File: src/rtl/cpu_pkg.sv
// Shared types and constants for the single-cycle MIPS core.
// Holds fetch FSM encoding, opcode values and the default reset PC.
package cpu_pkg;

  typedef enum logic [1:0] {
    FETCH = 2'd0,
    EXEC  = 2'd1,
    FAULT = 2'd2
  } fetch_state_t;

  localparam logic [5:0] OP_RTYPE = 6'b000000;
  localparam logic [5:0] OP_ADDI  = 6'b001000;
  localparam logic [5:0] OP_BEQ   = 6'b000100;
  localparam logic [5:0] OP_BNE   = 6'b000101;
  localparam logic [5:0] OP_LW    = 6'b100011;
  localparam logic [5:0] OP_SW    = 6'b101011;
  localparam logic [5:0] OP_JAL   = 6'b000011;

  localparam logic [31:0] RESET_PC_DEF = 32'h0000_0000;

endpackage

File: src/rtl/fetch_unit_next_pc_logic.sv
// Next-PC target computation and priority select.
// Purely combinational; flags word-misaligned targets.
module next_pc_logic
  import cpu_pkg::*;
(
  input  logic [31:0] pc_plus4,
  input  logic [25:0] imm,
  input  logic        branch_eq,
  input  logic        branch_ne,
  input  logic        zero,
  input  logic        jal,
  input  logic        jr,
  input  logic [31:0] jr_target,
  output logic [31:0] next_pc,
  output logic        misaligned
);

  logic        take_br;
  logic [31:0] br_off;
  logic [31:0] br_tgt;
  logic [31:0] j_tgt;

  assign take_br = (branch_eq & zero) | (branch_ne & ~zero);
  assign br_off  = {{14{imm[15]}}, imm[15:0], 2'b00};
  assign br_tgt  = pc_plus4 + br_off;
  assign j_tgt   = {pc_plus4[31:28], imm, 2'b00};

  // jr outranks jal outranks a taken branch
  always_comb begin
    next_pc = pc_plus4;
    priority case (1'b1)
      jr:      next_pc = jr_target;
      jal:     next_pc = j_tgt;
      take_br: next_pc = br_tgt;
      default: next_pc = pc_plus4;
    endcase
  end

  assign misaligned = |next_pc[1:0];

endmodule

File: src/rtl/fetch_unit.sv
// Instruction fetch stage: owns the PC, handshakes with imem,
// holds the word until retire, then steps to the selected next PC.
module fetch_unit
  import cpu_pkg::*;
#(
  parameter logic [31:0] RESET_PC = RESET_PC_DEF,
  parameter int          ADDR_W   = 32
) (
  input  logic              clk,
  input  logic              reset,
  output logic              imem_req,
  output logic [ADDR_W-1:0] imem_addr,
  input  logic              imem_ack,
  input  logic [31:0]       imem_rdata,
  output logic [31:0]       instr,
  output logic              instr_valid,
  output logic [ADDR_W-1:0] pc,
  output logic [ADDR_W-1:0] pc_plus4,
  input  logic              retire,
  input  logic              branch_eq,
  input  logic              branch_ne,
  input  logic              zero,
  input  logic              jal,
  input  logic              jr,
  input  logic [31:0]       jr_target,
  output logic              fault
);

  fetch_state_t state;
  fetch_state_t state_nx;
  logic [31:0]  next_pc;
  logic         misaligned;

  assign pc_plus4  = pc + 32'd4;
  assign imem_addr = pc;

  next_pc_logic u_next_pc (
    .pc_plus4   (pc_plus4),
    .imm        (instr[25:0]),
    .branch_eq  (branch_eq),
    .branch_ne  (branch_ne),
    .zero       (zero),
    .jal        (jal),
    .jr         (jr),
    .jr_target  (jr_target),
    .next_pc    (next_pc),
    .misaligned (misaligned)
  );

  always_ff @(posedge clk) begin
    if (reset) state <= FETCH;
    else       state <= state_nx;
  end

  always_comb begin
    state_nx = state;
    unique case (state)
      FETCH:   if (imem_ack) state_nx = EXEC;
      EXEC:    if (retire)
                 state_nx = misaligned ? FAULT : FETCH;
      FAULT:   state_nx = FAULT;
      default: state_nx = FETCH;
    endcase
  end

  // Request is suppressed while reset is held.
  always_comb begin
    imem_req = (state == FETCH) & ~reset;
  end

  always_ff @(posedge clk) begin
    if (reset) begin
      pc          <= RESET_PC;
      instr       <= 32'd0;
      instr_valid <= 1'b0;
      fault       <= 1'b0;
    end else begin
      unique case (state)
        FETCH: if (imem_ack) begin
          instr       <= imem_rdata;
          instr_valid <= 1'b1;
        end
        EXEC: if (retire) begin
          instr_valid <= 1'b0;
          if (misaligned) fault <= 1'b1;
          else            pc    <= next_pc;
        end
        default: instr_valid <= 1'b0;
      endcase
    end
  end

endmodule

File: config.mk
export PLATFORM = sky130hd
export DESIGN_NAME = fetch_unit
export DESIGN_NICKNAME = d
export VERILOG_FILES = /design/src/rtl/cpu_pkg.sv /design/src/rtl/fetch_unit_next_pc_logic.sv /design/src/rtl/fetch_unit.sv
export SDC_FILE = /design/constraint.sdc
export NUM_CORES = 1
export LEC_CHECK = 0
export CORE_UTILIZATION = 50
export CTS_CLUSTER_SIZE = 8
export DETAILED_ROUTE_END_ITERATION = 10
export MAX_ROUTING_LAYER = met4
export PLACE_DENSITY = 0.88
export SYNTH_ARGS = -nofsm -noshare
export SYNTH_HDL_FRONTEND = slang
export SYNTH_SLANG_ARGS = --single-unit
export TNS_END_PERCENT = 100
File: constraint.sdc
create_clock -name clk -period 7.8 [get_ports clk]
set_clock_uncertainty 0.15 [all_clocks]
set_input_delay 1.95 -clock clk [delete_from_list [all_inputs] [get_ports clk]]
set_output_delay 1.95 -clock clk [all_outputs]
set_load 0.02 [all_outputs]
==> run metrics <==
# DRC=0; CP top delay family=simple AND/OR/NAND/NOR gates; Die Height=109.1 um; cell accounting for the most synthesized area=dfxtp_1; Layout Nets=1033; post-CTS setup repair buffer count=0; Worst-Margin Slew=between 1 and 1.5 ns; register area share after synthesis=around a quarter; Pwr Total=1.121 mW; Util after Layout=roughly 71%; vias in the first global route=6028; DIE AREA=between 10000 and 15000 um2; main combinational cell family by area after synthesis=compound AO/OA/AOI/OAI gates; startpoint types=flip-flop; max incr delay on CP=0.65 ns; CORE AREA=11030 um2; CP Data Required Time=5.70 ns; Critical-path top delay cell=clkdlybuf4s50_1; Total GRT Usage=between 30% and 40%; Final ANT Viol Nets=0; xor/xnor cell area share of the yosys netlist=7.479%; FF-to-FF path depth=14; WS Path Type=reg2out; largest net degree at the start of global routing=65; Multi-input gate area=just under 4000 um2; CP max FO=5; placed insts=1052; routed vias/inst=around 6; Longest Clk Path Bufs=2; post-synth cell types=74; clock-pin slew on the worst setup and hold paths=0.06 ns; GP Congestion=0.9873; ys flop type=dfxtp_1; H-tree depth=3; Boundary Pins=between 200 and 250; Layout Cells excl Fill=1068; total global routing overflow=0; Root Driver=clkbuf_16; status=complete, no violations; Clk Latency, worst-skew pair=0.34 ns; Syn Std Cell Area=5738 um2; EDFF count, synth=0; RSZ-0062 raised after global routing=no; starting density of the core=about 52%; first-pass GRT wire length=31080 um; synthesized instance count=781; fin area=7866 um2; Final period util=between 60% and 70%; Max-Cap Viols=0; Yosys warning count=0; crit path time final=5.134 ns; row count=38; die width=around 110 um; storage element area=1341 um2; final hold vios=0; final setup TNS=0 ns; top-area cell type share of the netlist area=23.38%; Pleak=3.126 nW; dpl hpwl=14910 um; Synth Area in Compound Gates=approximately a quarter; synth top area cells=dfxtp_1 (23%), nand2_1 (8.4%), ha_1 (7.8%), a21oi_1 (7.6%), buf_4 (4.4%); fillers=approximately 900; Critical Path, Cell by Cell=ha_1 > and4_1 > nand3_1 > or3_4 > nor2_4 > xor2_2 > clkdlybuf4s50_1; hold-critical path depth=2; # setup viols final=0; synth-to-layout area growth=37.09%; number of stages on the worst setup path=7; Detailed Route Iter0 Violations=695; Async S/R FF share, synth=0%; WP buf/inv=1; VDD IR max=0.0001227 V; DRT Wirelength=20300 um; share of cells above drive strength 1=5.603%; Post-Synth Adder-Cell Area=8.199%; hold_buf cts=0; Pwr per Cell Area=142.5 nW/um2; Port Buffers=203; Post-Syn Nets=891; Worst EP arrival=~3.0 ns; per-cell routed wire length=~19 um; Placed Instance Area=roughly 7600 um2; 1st-pass router iterations=5; CTS tree=yes; mux share of post-synthesis cell area=1.330%; top cells by count, synth=nand2_1 (129), a21oi_1 (87), dfxtp_1 (67), nor2_1 (48), clkbuf_1 (41); post-synthesis simple-gate area fraction=24.92%; initial antenna violation count=0; Rel. slew slack=roughly a third; via count=about 6500; Ant. Diodes=0; CTS Buf Count=9; final number of max-transition violations=0; HP Class=reg2reg; fmax=between 150 and 200 MHz; clk sinks=67; Setup crit end kind=primary output; syn avg cell area=7.347 um2; post-cts gate resize count=0; Synth Register Bits=67; count leader, synth=nand2_1
==> flip-flops by register name, indices dropped and copies added (netlist names) <==
signal       flops
instr           32
state            1
fault            1
instr_valid      1
imem_addr       32
==> worst paths after layout <==
path                      from            end  slack (ns)
hold reg to reg      instr[27]      instr[27]        0.30
hold / removal       instr[27]      instr[27]        0.30
setup / recovery  imem_addr[3]   pc_plus4[30]        2.67
setup reg to reg  imem_addr[3]  imem_addr[31]        3.13
==> cells by family (layout without fill, tap and decap cells) <==
family                   after synthesis  count (layout)
AO/OA/AOI/OAI                        235             235
flip-flops                            67              67
multiplexers                           7               7
XOR/XNOR                              46              46
adder cells (fa/ha/maj)               37              37
buffers and inverters                 92             239
AND/OR/NAND/NOR                      297             297
==> cells in the final DEF, fill, tap and decap left out, types with 9 or more instances in the layout <==
| cell type | count |
|---|---|
| a21o_1 | 19 |
| xor2_1 | 15 |
| nand4_1 | 9 |
| nand2_1 | 129 |
| clkdlybuf4s50_1 | 201 |
| o211ai_1 | 9 |
| and3_1 | 14 |
| dfxtp_1 | 67 |
| o21ai_0 | 35 |
| nand3_1 | 24 |
| a211oi_1 | 22 |
| ha_1 | 36 |
| clkbuf_16 | 9 |
| a21oi_1 | 87 |
| inv_1 | 10 |
| nor2_1 | 47 |
| nand3b_1 | 9 |
| xnor2_1 | 29 |
| nor3_1 | 22 |
==> metal layers <==
layer / track usage (%) / wire length (um) / vias up
met5: - / 0 / -
met4: 11.68 / 437 / 0
met3: 6.814 / 2021 / 44
met2: 54.22 / 9327 / 379
met1: 45.22 / 8517 / 3017
li1: - / - / 3082
==> power breakdown <==
part           switching, mW  internal, mW  total (mW)
registers             0.0262         0.360       0.386
clock network          0.171         0.249       0.421
logic                  0.174         0.140       0.314
==> worst register-to-register path, cell delays in order (launching register included) <==
cell and delay [ns]:
dfxtp_1 0.39, ha_1 0.23, and4_1 0.34, nand3_1 0.26, nor2_1 0.22, xor2_1 0.32, ha_1 0.40, a21o_1 0.22
a31oi_1 0.14, o21ai_0 0.11, a211oi_1 0.48, o22ai_1 0.23, o41ai_1 0.64, mux2_4 0.36, o22ai_2 0.08
==> layout make-up <==
| cell class | count | share of cell area (%) |
|---|---|---|
| sequential | 67 | 17.05 |
| clock buffer | 9 | 2.863 |
| clock inverter | 7 | 0.9703 |
| timing repair buffer | 210 | 26.37 |
| multi-input combinational | 622 | 49.90 |
| inverter | 13 | 0.6203 |
| tap | 140 | 2.227 |
==> through the flow <==
| stage | setup WS, ns | hold slack (ns) |
|---|---|---|
| 4_1_cts | 2.712 | 0.3039 |
| 2_1_floorplan | 2.904 | 0.3436 |
| 3_3_place_gp | 2.852 | 0.2906 |
| 6_report | 2.666 | 0.3026 |
| 5_1_grt | 2.582 | 0.3254 |
| 3_5_place_dp | 2.885 | 0.2965 |
Note: power is estimated with default switching activity, not from simulation.
